### src/rtl/skin_pkg.sv
// Shared defaults for the skin classifier and the downstream tracker:
// YCbCr thresholds, position/counter widths and a range-compare helper.
package skin_pkg;

    localparam logic [7:0] CB_MIN_DEF = 8'd77;
    localparam logic [7:0] CB_MAX_DEF = 8'd127;
    localparam logic [7:0] CR_MIN_DEF = 8'd133;
    localparam logic [7:0] CR_MAX_DEF = 8'd173;
    localparam logic [7:0] Y_MIN_DEF  = 8'd16;
    localparam int         POS_W_DEF  = 11;
    localparam int         CNT_W_DEF  = 22;

    // Unsigned inclusive range test used for both chroma channels.
    function automatic logic in_range(input logic [7:0] v, input logic [7:0] lo, input logic [7:0] hi);
        return (v >= lo) && (v <= hi);
    endfunction

endpackage

### src/rtl/skin_bbox_acc.sv
// Per-frame skin pixel counter and bounding-box accumulator; latches the
// finished frame into the stats outputs on each vsync rising edge.
module skin_bbox_acc
    import skin_pkg::*;
#(
    parameter int POS_W = POS_W_DEF,
    parameter int CNT_W = CNT_W_DEF
) (
    input  logic             clk,
    input  logic             rst_n,
    input  logic             ce,
    input  logic             skin,
    input  logic             vsync,
    input  logic [POS_W-1:0] x,
    input  logic [POS_W-1:0] y,
    output logic [CNT_W-1:0] skin_count,
    output logic [POS_W-1:0] bbox_xmin,
    output logic [POS_W-1:0] bbox_xmax,
    output logic [POS_W-1:0] bbox_ymin,
    output logic [POS_W-1:0] bbox_ymax,
    output logic             stats_valid
);

    localparam logic [CNT_W-1:0] CNT_ONE = {{(CNT_W-1){1'b0}}, 1'b1};

    logic             vs_prev_r;
    logic             frame_seen_r;
    logic [CNT_W-1:0] cnt_r;
    logic [POS_W-1:0] xmin_r, xmax_r, ymin_r, ymax_r;
    logic             vs_rise_s;
    logic             load_s;

    assign vs_rise_s = vsync & ~vs_prev_r;
    // A skin pixel on the boundary cycle opens the new frame rather than joining the old one.
    assign load_s    = skin & (vs_rise_s | (cnt_r == '0));

    // Accumulate skin statistics and publish them at frame boundaries.
    always_ff @(posedge clk or negedge rst_n) begin
        if (!rst_n) begin
            vs_prev_r    <= 1'b0;
            frame_seen_r <= 1'b0;
            cnt_r        <= '0;
            xmin_r       <= '0;
            xmax_r       <= '0;
            ymin_r       <= '0;
            ymax_r       <= '0;
            skin_count   <= '0;
            bbox_xmin    <= '0;
            bbox_xmax    <= '0;
            bbox_ymin    <= '0;
            bbox_ymax    <= '0;
            stats_valid  <= 1'b0;
        end else if (ce) begin
            vs_prev_r   <= vsync;
            stats_valid <= 1'b0;
            if (vs_rise_s) begin
                if (frame_seen_r) begin
                    skin_count  <= cnt_r;
                    bbox_xmin   <= xmin_r;
                    bbox_xmax   <= xmax_r;
                    bbox_ymin   <= ymin_r;
                    bbox_ymax   <= ymax_r;
                    stats_valid <= 1'b1;
                end
                frame_seen_r <= 1'b1;
            end
            if (load_s) begin
                cnt_r  <= CNT_ONE;
                xmin_r <= x;
                xmax_r <= x;
                ymin_r <= y;
                ymax_r <= y;
            end else if (vs_rise_s) begin
                cnt_r  <= '0;
                xmin_r <= '0;
                xmax_r <= '0;
                ymin_r <= '0;
                ymax_r <= '0;
            end else if (skin) begin
                cnt_r  <= (cnt_r == '1) ? cnt_r : cnt_r + CNT_ONE;
                xmin_r <= (x < xmin_r) ? x : xmin_r;
                xmax_r <= (x > xmax_r) ? x : xmax_r;
                ymin_r <= (y < ymin_r) ? y : ymin_r;
                ymax_r <= (y > ymax_r) ? y : ymax_r;
            end
        end else begin
            stats_valid <= 1'b0;
        end
    end

endmodule

### src/rtl/skin_detect.sv
// Two-stage YCbCr skin classifier with sync alignment, pixel position
// tracking and per-frame skin statistics.
module skin_detect
    import skin_pkg::*;
#(
    parameter logic [7:0] CB_MIN = CB_MIN_DEF,
    parameter logic [7:0] CB_MAX = CB_MAX_DEF,
    parameter logic [7:0] CR_MIN = CR_MIN_DEF,
    parameter logic [7:0] CR_MAX = CR_MAX_DEF,
    parameter logic [7:0] Y_MIN  = Y_MIN_DEF,
    parameter int         POS_W  = POS_W_DEF,
    parameter int         CNT_W  = CNT_W_DEF
) (
    input  logic             clk,
    input  logic             rst_n,
    input  logic             ce,
    input  logic             de_in,
    input  logic             hsync_in,
    input  logic             vsync_in,
    input  logic [7:0]       Y,
    input  logic [7:0]       Cb,
    input  logic [7:0]       Cr,
    output logic             skin,
    output logic             de_out,
    output logic             hsync_out,
    output logic             vsync_out,
    output logic [CNT_W-1:0] skin_count,
    output logic [POS_W-1:0] bbox_xmin,
    output logic [POS_W-1:0] bbox_xmax,
    output logic [POS_W-1:0] bbox_ymin,
    output logic [POS_W-1:0] bbox_ymax,
    output logic             stats_valid
);

    localparam logic [POS_W-1:0] POS_ONE = {{(POS_W-1){1'b0}}, 1'b1};

    logic             de_prev_r, vs_prev_r;
    logic [POS_W-1:0] x_r, y_r;
    logic [POS_W-1:0] x_cur_s, y_next_s;
    logic             cb_ok_r, cr_ok_r, y_ok_r;
    logic             de1_r, hs1_r, vs1_r;
    logic [POS_W-1:0] x1_r, y1_r, x2_r, y2_r;

    // Position of the incoming pixel and the line counter's next value.
    always_comb begin
        x_cur_s  = '0;
        y_next_s = y_r;
        if (de_in && de_prev_r) begin
            x_cur_s = (x_r == '1) ? x_r : x_r + POS_ONE;
        end else begin
            x_cur_s = '0;
        end
        if (vsync_in && !vs_prev_r) begin
            y_next_s = '0;
        end else if (de_prev_r && !de_in) begin
            y_next_s = (y_r == '1) ? y_r : y_r + POS_ONE;
        end else begin
            y_next_s = y_r;
        end
    end

    // Input edge detectors, position counters and both pipeline stages.
    always_ff @(posedge clk or negedge rst_n) begin
        if (!rst_n) begin
            de_prev_r <= 1'b0;
            vs_prev_r <= 1'b0;
            x_r       <= '0;
            y_r       <= '0;
            cb_ok_r   <= 1'b0;
            cr_ok_r   <= 1'b0;
            y_ok_r    <= 1'b0;
            de1_r     <= 1'b0;
            hs1_r     <= 1'b0;
            vs1_r     <= 1'b0;
            x1_r      <= '0;
            y1_r      <= '0;
            skin      <= 1'b0;
            de_out    <= 1'b0;
            hsync_out <= 1'b0;
            vsync_out <= 1'b0;
            x2_r      <= '0;
            y2_r      <= '0;
        end else if (ce) begin
            de_prev_r <= de_in;
            vs_prev_r <= vsync_in;
            x_r       <= x_cur_s;
            y_r       <= y_next_s;
            cb_ok_r   <= in_range(Cb, CB_MIN, CB_MAX);
            cr_ok_r   <= in_range(Cr, CR_MIN, CR_MAX);
            y_ok_r    <= (Y >= Y_MIN);
            de1_r     <= de_in;
            hs1_r     <= hsync_in;
            vs1_r     <= vsync_in;
            x1_r      <= x_cur_s;
            y1_r      <= y_r;
            skin      <= cb_ok_r & cr_ok_r & y_ok_r & de1_r;
            de_out    <= de1_r;
            hsync_out <= hs1_r;
            vsync_out <= vs1_r;
            x2_r      <= x1_r;
            y2_r      <= y1_r;
        end
    end

    skin_bbox_acc #(
        .POS_W (POS_W),
        .CNT_W (CNT_W)
    ) u_acc (
        .clk         (clk),
        .rst_n       (rst_n),
        .ce          (ce),
        .skin        (skin),
        .vsync       (vsync_out),
        .x           (x2_r),
        .y           (y2_r),
        .skin_count  (skin_count),
        .bbox_xmin   (bbox_xmin),
        .bbox_xmax   (bbox_xmax),
        .bbox_ymin   (bbox_ymin),
        .bbox_ymax   (bbox_ymax),
        .stats_valid (stats_valid)
    );

endmodule

### config.mk
export PLATFORM = sky130hd
export DESIGN_NAME = skin_detect
export DESIGN_NICKNAME = d
export VERILOG_FILES = /design/src/rtl/skin_pkg.sv /design/src/rtl/skin_bbox_acc.sv /design/src/rtl/skin_detect.sv
export SDC_FILE = /design/constraint.sdc
export NUM_CORES = 1
export LEC_CHECK = 0
export ABC_AREA = 1
export ABC_CLOCK_PERIOD_IN_PS = 2750
export BUFFER_PORTS_ARGS = -buffer_cell sky130_fd_sc_hd__buf_2
export CORE_ASPECT_RATIO = 1.2
export CORE_UTILIZATION = 60
export CTS_CLUSTER_SIZE = 16
export DETAILED_ROUTE_END_ITERATION = 6
export GPL_ROUTABILITY_DRIVEN = 0
export GPL_TIMING_DRIVEN = 1
export PLACE_DENSITY = 0.81
export SETUP_SLACK_MARGIN = 0.3
export SLEW_MARGIN = 20
export SYNTH_ARGS = -nofsm -noshare
export SYNTH_HDL_FRONTEND = slang
export SYNTH_SLANG_ARGS = --single-unit
### constraint.sdc
create_clock -name clk -period 2.75 [get_ports clk]
set_input_delay 0 -clock clk [delete_from_list [all_inputs] [get_ports clk]]
set_output_delay 0 -clock clk [all_outputs]
set_load 0.01 [all_outputs]
==> results of run 1 <==
## cell families after synthesis
| family | share of synthesized area |
|---|---|
| XOR/XNOR | 0.00863 |
| buffers and inverters | 0.0775 |
| flip-flops | 0.493 |
| AO/OA/AOI/OAI | 0.0708 |
| AND/OR/NAND/NOR | 0.293 |
| adder cells (fa/ha/maj) | 0.0567 |
## layout make-up
class,count,area [sq um],area share
Clock buffer,19,443,0.0387
Inverter,145,546,0.0476
Clock inverter,13,97.6,0.00852
Tap cell,212,265,0.0231
Timing Repair Buffer,122,744,0.0650
Multi-Input combinational cell,915,4360,0.380
Sequential cell,200,5000,0.437
## cell usage in the layout, fill, tap and decap left out, types with 2 or more instances in the layout
cell	n
a21boi_0	2
a21oi_1	18
and2_1	3
buf_2	95
buf_4	13
clkbuf_16	17
clkbuf_8	2
clkinv_1	2
clkinv_2	4
clkinv_4	3
clkinvlp_4	4
dfrtp_1	200
dlygate4sd3_1	11
ha_1	46
inv_1	138
inv_2	4
inv_6	3
nand2_1	485
nand2_2	3
nand3_1	107
nand3b_1	2
nand4_1	11
nor2_1	86
nor2_4	3
nor3_1	15
o21ai_0	59
o21ai_1	50
o22ai_1	2
or2_2	3
xor2_1	9
## per-stage QoR
step           utilization  instances
3_5_place_dp         0.657       1582
3_3_place_gp         0.657       1582
4_1_cts              0.697       1625
5_1_grt              0.699       1626
2_1_floorplan            -       1309
6_report             0.699       1626
## power by group through the flow
stage | registers, mW | logic, mW | clock network [mW]
final | 3.74 | 2.17 | 2.33
after global routing | 3.79 | 2.50 | 2.46
after CTS | 3.74 | 2.17 | 2.35
after detailed placement | 3.78 | 2.14 | 0
after global placement | 3.76 | 2.06 | 0
after floorplan | 3.80 | 1.33 | 0
## synth_stat cells (4+ instances only)
| library cell | count | area, sq um |
|---|---|---|
| a21oi_1 | 18 | 90.1 |
| nor2_1 | 86 | 323 |
| inv_1 | 138 | 518 |
| nand4_1 | 11 | 68.8 |
| o21ai_0 | 59 | 295 |
| inv_2 | 5 | 18.8 |
| buf_2 | 22 | 110 |
| nor3_1 | 15 | 75.1 |
| ha_1 | 46 | 576 |
| buf_4 | 4 | 30.0 |
| nand2_1 | 485 | 1820 |
| o21ai_1 | 50 | 250 |
| dfrtp_1 | 200 | 5000 |
| xor2_1 | 9 | 78.8 |
| clkbuf_1 | 21 | 78.8 |
| nand3_1 | 107 | 536 |
## final timing paths
kind                       slack [ps]                           start                        endpoint
min in group clk                  340                           de_in               de1_r$_DFFE_PN0P_
setup reg to reg                  590      u_acc.cnt_r[1]$_DFFE_PN0P_     u_acc.cnt_r[20]$_DFFE_PN0P_
hold / removal                    160                           rst_n     u_acc.cnt_r[19]$_DFFE_PN0P_
hold reg to reg                   460  u_acc.frame_seen_r$_DFFE_PN0P_  u_acc.frame_seen_r$_DFFE_PN0P_
setup / recovery                  590      u_acc.cnt_r[1]$_DFFE_PN0P_     u_acc.cnt_r[20]$_DFFE_PN0P_
max in group asynchronous        1730                           rst_n     u_acc.ymax_r[2]$_DFFE_PN0P_
## per-layer routing
layer	track usage	wire length, um	share of wire
met3	0.0394	931	0.041
met4	0.133	705	0.031
met2	0.481	11400	0.50
met5	0	0	0
met1	0.344	9670	0.43
==> impl_metrics.env, run 1 <==
export IMPL_async_flop_share=1.00
export IMPL_grt_pass1_wl_um=38100
export IMPL_synth_edff_count=0
export IMPL_holdWs_ps=162
export IMPL_num_antenna_cells=0
export IMPL_drtIter0Drc=660
export IMPL_post_cts_setup_buffers=0
export IMPL_final_nets=1477
export IMPL_grt_pass1_vias=8319
export IMPL_clkSinkCount=200
export IMPL_min_period_ps=2160
export IMPL_ctsResizeCount=0
export IMPL_criticalPathCategory="reg -> reg"
export IMPL_final_period_utilization=0.786
export IMPL_power_switching_mw=2.87
export IMPL_min_path_type="in -> async"
export IMPL_wl_um=22700
export IMPL_antenna_left=0
export IMPL_finClkSkew_ps=8.31
export IMPL_r2r_cells=9
export IMPL_area_delta_synth_final_pct=13.0
export IMPL_sw_frac_of_total=0.348
export IMPL_cp_max_fo=22
export IMPL_setup_violations=0
export IMPL_start_util=0.619
export IMPL_rsz0062_at_grt="no"
export IMPL_drcViolationCount=0
export IMPL_pwr_share_comb=0.263
export IMPL_cts_root_buf="clkbuf_16"
export IMPL_syn_nets=1385
export IMPL_cp_num_cells=9
export IMPL_post_dp_hpwl_um=15800
export IMPL_die_h_um=144
export IMPL_status="completed"
export IMPL_yosysSeqAreaShare=0.493
export IMPL_cpMaxStageDelayCell="o21ai_4"
export IMPL_grt_start_max_net_pins=116
export IMPL_largestRegisters="u_acc.cnt_r: 22 flops, u_acc.skin_count: 22 flops"
export IMPL_tightest_slew_ps=808
export IMPL_crit_top_cell="nand2_1"
export IMPL_htree_levels=4
export IMPL_cp_required_ps=3120
export IMPL_syn_avg_cell_area_sq_um=7.75
export IMPL_power_frac_seq=0.454
export IMPL_yosys_warnings=0
export IMPL_max_freq_mhz=463
export IMPL_postLayoutCellArea_sq_um=11500
export IMPL_power_report_internal_total_mw=5.37
export IMPL_netlist_area_sq_um=10100
export IMPL_total_power_mw=8.23
export IMPL_grt_ovfl_total=0
export IMPL_end_kind="flop"
export IMPL_timing_critical_path_buf_inv=1
export IMPL_leakagePower_nw=6.16
export IMPL_max_vdd_ir_drop_uv=509
export IMPL_antenna_found_initial=0
export IMPL_synth_flop_cell="dfrtp_1"
export IMPL_tritoncts="done"
export IMPL_die_area_sq_um=17400
export IMPL_worstPathCellList="ha_1 -> nand2_1 -> inv_1 -> nand2_1 -> nor2_4 -> nand4_4 -> o21ai_4 -> nand2_1 -> nand2_1"
export IMPL_vias_per_cell=5.33
export IMPL_ys_ff_latch=200
export IMPL_clk_latency_ps=440
export IMPL_die_w_um=121
export IMPL_placed_cell_area_sq_um=10800
export IMPL_core_area_sq_um=16400
export IMPL_crit_family="simple AND/OR/NAND/NOR gates"
export IMPL_place_ws_ps=607
export IMPL_dr_pass1_iters=5
export IMPL_fill_cells=1314
export IMPL_clkTransAtPathRegs_ps=70
export IMPL_io_buffers=96
export IMPL_setup_slack_ps=589
export IMPL_vias=8665
export IMPL_pin_count=101
export IMPL_drive_above_1_share=0.114
export IMPL_power_density_nw_per_um2=718
export IMPL_cts_made_buffers=17
export IMPL_max_cap_violations=0
export IMPL_rows=51
export IMPL_synth_cells=1309
export IMPL_drv_slew=0
export IMPL_final_setup_tns_ps=0
export IMPL_crit_path_max_incr_delay_ps=550
export IMPL_grt_usage=0.278
export IMPL_clock_path_buffers=2
export IMPL_maxSlewHeadroom=0.460
export IMPL_p_clk_frac=0.282
export IMPL_crit_path_start_kind="flop"
export IMPL_synthDistinctLibCells=36
export IMPL_avgRoutedWirePerCell_um=13.9
export IMPL_hold_violations=0
export IMPL_ctsHoldBuffers=11
export IMPL_arrival_ps=2530
Power figures use the tool's default switching activity.
==> inputs of run 2 (changes only) <==
Settings changed: ABC_AREA 1 to 0, ABC_CLOCK_PERIOD_IN_PS 2750 to 1900, CORE_UTILIZATION 60 to 53, PLACE_DENSITY 0.81 to 0.76.
Clock period 2.75 ns to 1.9 ns, I/O delays scaled along.
==> run 2 against run 1 <==
The flow now finishes with violations (negative setup slack). Synthesized cell count shrank 35%. Critical endpoint is now u_acc.xmin_r[5]$_DFFE_PN0P_. Flip-flop and latch count did not move. Non-clock buffer count is 162 higher. Die area grew 6.7%. Largest power group unchanged. First-iteration DRC count is 18% lower. Area after synthesis fell by 5.7%. Critical path depth is the same. Clock power increased by 46%. Via count shrank 10%. Clock skew is 6.8 ps higher. Critical path type unchanged.
==> impl_metrics.env, run 2 <==
export IMPL_status="finished with violations"
export IMPL_violations="negative setup slack"
export IMPL_yosys_warnings=0
export IMPL_yosysSeqAreaShare=0.523
export IMPL_cpMaxStageDelayCell="or4b_4"
export IMPL_cp_max_fo=5
export IMPL_core_area_sq_um=17600
export IMPL_max_vdd_ir_drop_uv=734
export IMPL_die_h_um=149
export IMPL_setup_violations=66
export IMPL_final_nets=1189
export IMPL_drv_slew=0
export IMPL_grt_pass1_vias=7735
export IMPL_ys_ff_latch=200
export IMPL_rsz0062_at_grt="yes"
export IMPL_fill_cells=1043
export IMPL_final_setup_tns_ps=-26180
export IMPL_drcViolationCount=0
export IMPL_arrival_ps=2680
export IMPL_cp_required_ps=2220
export IMPL_power_density_nw_per_um2=925
export IMPL_postLayoutCoreUtil=0.751
export IMPL_netlist_area_sq_um=9570
export IMPL_wl_um=26100
export IMPL_area_delta_synth_final_pct=37.9
export IMPL_end_kind="flop"
export IMPL_clk_latency_ps=450
export IMPL_tritoncts="done"
export IMPL_ys_top_cells_by_count="200 x dfrtp_1, 86 x nand2_1, 85 x o21ai_0"
export IMPL_ff2ff_setup_slack_ps=-460
export IMPL_vias_per_cell=5.78
export IMPL_postLayoutCellArea_sq_um=13200
export IMPL_min_period_ps=2360
export IMPL_start_util=0.545
export IMPL_antenna_left=0
export IMPL_yosysMostFrequentCell="dfrtp_1"
export IMPL_setup_slack_ps=-456
export IMPL_tightest_slew_ps=469
export IMPL_crit_path_start_kind="flop"
export IMPL_pin_count=101
export IMPL_crit_path_max_incr_delay_ps=460
export IMPL_criticalPathCategory="reg -> reg"
export IMPL_die_area_sq_um=18600
export IMPL_final_period_utilization=1.24
export IMPL_io_buffers=96
export IMPL_place_ws_ps=-462
export IMPL_worstPathCellList="inv_2 -> ha_4 -> or4b_4 -> nor3_4 -> a21o_2 -> nand2b_4 -> o31ai_4 -> clkbuf_16 -> mux2_4"
export IMPL_htree_levels=4
export IMPL_antenna_found_initial=0
export IMPL_finClkSkew_ps=15.1
export IMPL_max_freq_mhz=425
export IMPL_clkTransAtPathRegs_ps=80
export IMPL_clkSinkCount=200
export IMPL_synth_top_area_share=0.523
export IMPL_hold_violations=0
export IMPL_synthDistinctLibCells=58
export IMPL_num_antenna_cells=0
export IMPL_largestRegisters="u_acc.cnt_r: 22 flops, u_acc.skin_count: 22 flops"
export IMPL_grt_pass1_wl_um=38100
export IMPL_avgRoutedWirePerCell_um=19.4
export IMPL_vias=7777
export IMPL_synth_cells=845
export IMPL_grt_start_max_net_pins=64
export IMPL_post_dp_hpwl_um=15500
export IMPL_drtIter0Drc=539
export IMPL_min_path_type="in -> reg"
export IMPL_dr_pass1_iters=5
export IMPL_async_flop_share=1.00
export IMPL_layout_commonest_cell="dfrtp_1"
export IMPL_die_w_um=125
export IMPL_max_cap_violations=0
export IMPL_rows=53
export IMPL_yosysTopAreaCell="dfrtp_1"
export IMPL_final_cell_mix="200 x dfrtp_1, 144 x buf_4, 96 x buf_2"
export IMPL_synth_flop_cell="dfrtp_1"
export IMPL_placed_cell_area_sq_um=11400
export IMPL_grt_ovfl_total=0
export IMPL_syn_nets=921
export IMPL_drive_above_1_share=0.471
export IMPL_total_power_mw=12.2
export IMPL_clock_path_buffers=2
export IMPL_maxSlewHeadroom=0.687
export IMPL_cts_root_buf="clkbuf_16"
export IMPL_synth_edff_count=0
export IMPL_cts_made_buffers=17
export IMPL_yosys_top_cells_area="dfrtp_1 52%, mux2_2 7.9%, mux2_4 6.3%, ha_1 6.0%, o21ai_0 4.4%"
export IMPL_syn_avg_cell_area_sq_um=11.3
export IMPL_leakagePower_nw=6.64
export IMPL_grt_usage=0.262
[run 2: cell count changes after synthesis, moves of 11 or more]
cell | before | now
nor2_1 | 86 | 32
nand2_1 | 485 | 86
mux2_4 | 0 | 40
nand3_1 | 107 | 24
inv_1 | 138 | 53
buf_2 | 22 | 6
and3_1 | 0 | 11
o21ai_1 | 50 | 2
mux2_2 | 0 | 67
o21ai_0 | 59 | 85
nor2b_1 | 0 | 17
[run 2: per-layer routing]
layer  up-vias  track usage  routed length, um
li1       3514            -                  -
met1      3879        0.307              10100
met2       302        0.462              13800
met3        82       0.0448               1180
met5         -            0                  0
met4         0        0.134                969
[run 2: final timing paths]
check / startpoint / endpoint / cells past startpoint
min in group asynchronous: rst_n / u_acc.bbox_xmin[2]$_DFFE_PN0P_ / 2
setup reg to reg: u_acc.cnt_r[0]$_DFFE_PN0P_ / u_acc.xmin_r[5]$_DFFE_PN0P_ / 9
hold reg to reg: u_acc.bbox_ymax[5]$_DFFE_PN0P_ / u_acc.bbox_ymax[5]$_DFFE_PN0P_ / 2
max in group asynchronous: rst_n / u_acc.ymin_r[4]$_DFFE_PN0P_ / 3
setup / recovery: u_acc.cnt_r[0]$_DFFE_PN0P_ / u_acc.xmin_r[5]$_DFFE_PN0P_ / 9
hold / removal: Cr[7] / cr_ok_r$_DFFE_PN0P_ / 4
[run 2: cell families after synthesis]
kind of cell / count (synthesis) / share of synthesized area
DFF: 200 / 0.523
buffers and inverters: 88 / 0.0416
muxes: 108 / 0.143
xor gates and xnor gates: 15 / 0.0137
AOI/OAI and AO/OA: 153 / 0.0958
adders and majority gates: 46 / 0.0601
and+or+nand+nor: 235 / 0.123
[run 2: stage by stage]
step           hold WS (ps)  instances
2_1_floorplan          -296        845
3_3_place_gp           4.43       1265
3_5_place_dp           7.58       1265
4_1_cts                26.6       1333
5_1_grt                79.6       1346
6_report               68.9       1346
[run 2: timing repair]
item                                    in CTS  in global routing
endpoints found under the hold margin      183                  0
endpoints found under the setup margin      91                102
setup buffers                               22                  8
resized for setup                           41                141
hold buffers                                 9                  0
pin swaps                                   17                 57
cloned                                       5                  5
[run 2: power by group]
part	switching [mW]	internal (mW)	total (mW)
combinational	1.88	1.95	3.83
sequential	0.299	4.67	4.97
clock	1.70	1.70	3.40
[run 2: layout make-up]
| type | count | area [sq um] | share of cell area |
|---|---|---|---|
| timing repair buffer | 284 | 2300 | 0.174 |
| multi-input combinational | 557 | 4860 | 0.368 |
| clock inverter | 15 | 123 | 0.00929 |
| inverter | 53 | 206 | 0.0156 |
| sequential | 200 | 5000 | 0.379 |
| tap | 220 | 275 | 0.0209 |
| clock buffer | 17 | 425 | 0.0322 |
[run 2: critical path, delay by kind of cell (launching register included)]
family          cells  cell delay (ps)
mux                 1              290
fa+ha+maj           1              130
buf+inv             2              320
compound gates      2              320
simple gates        3              760
flops               1              400
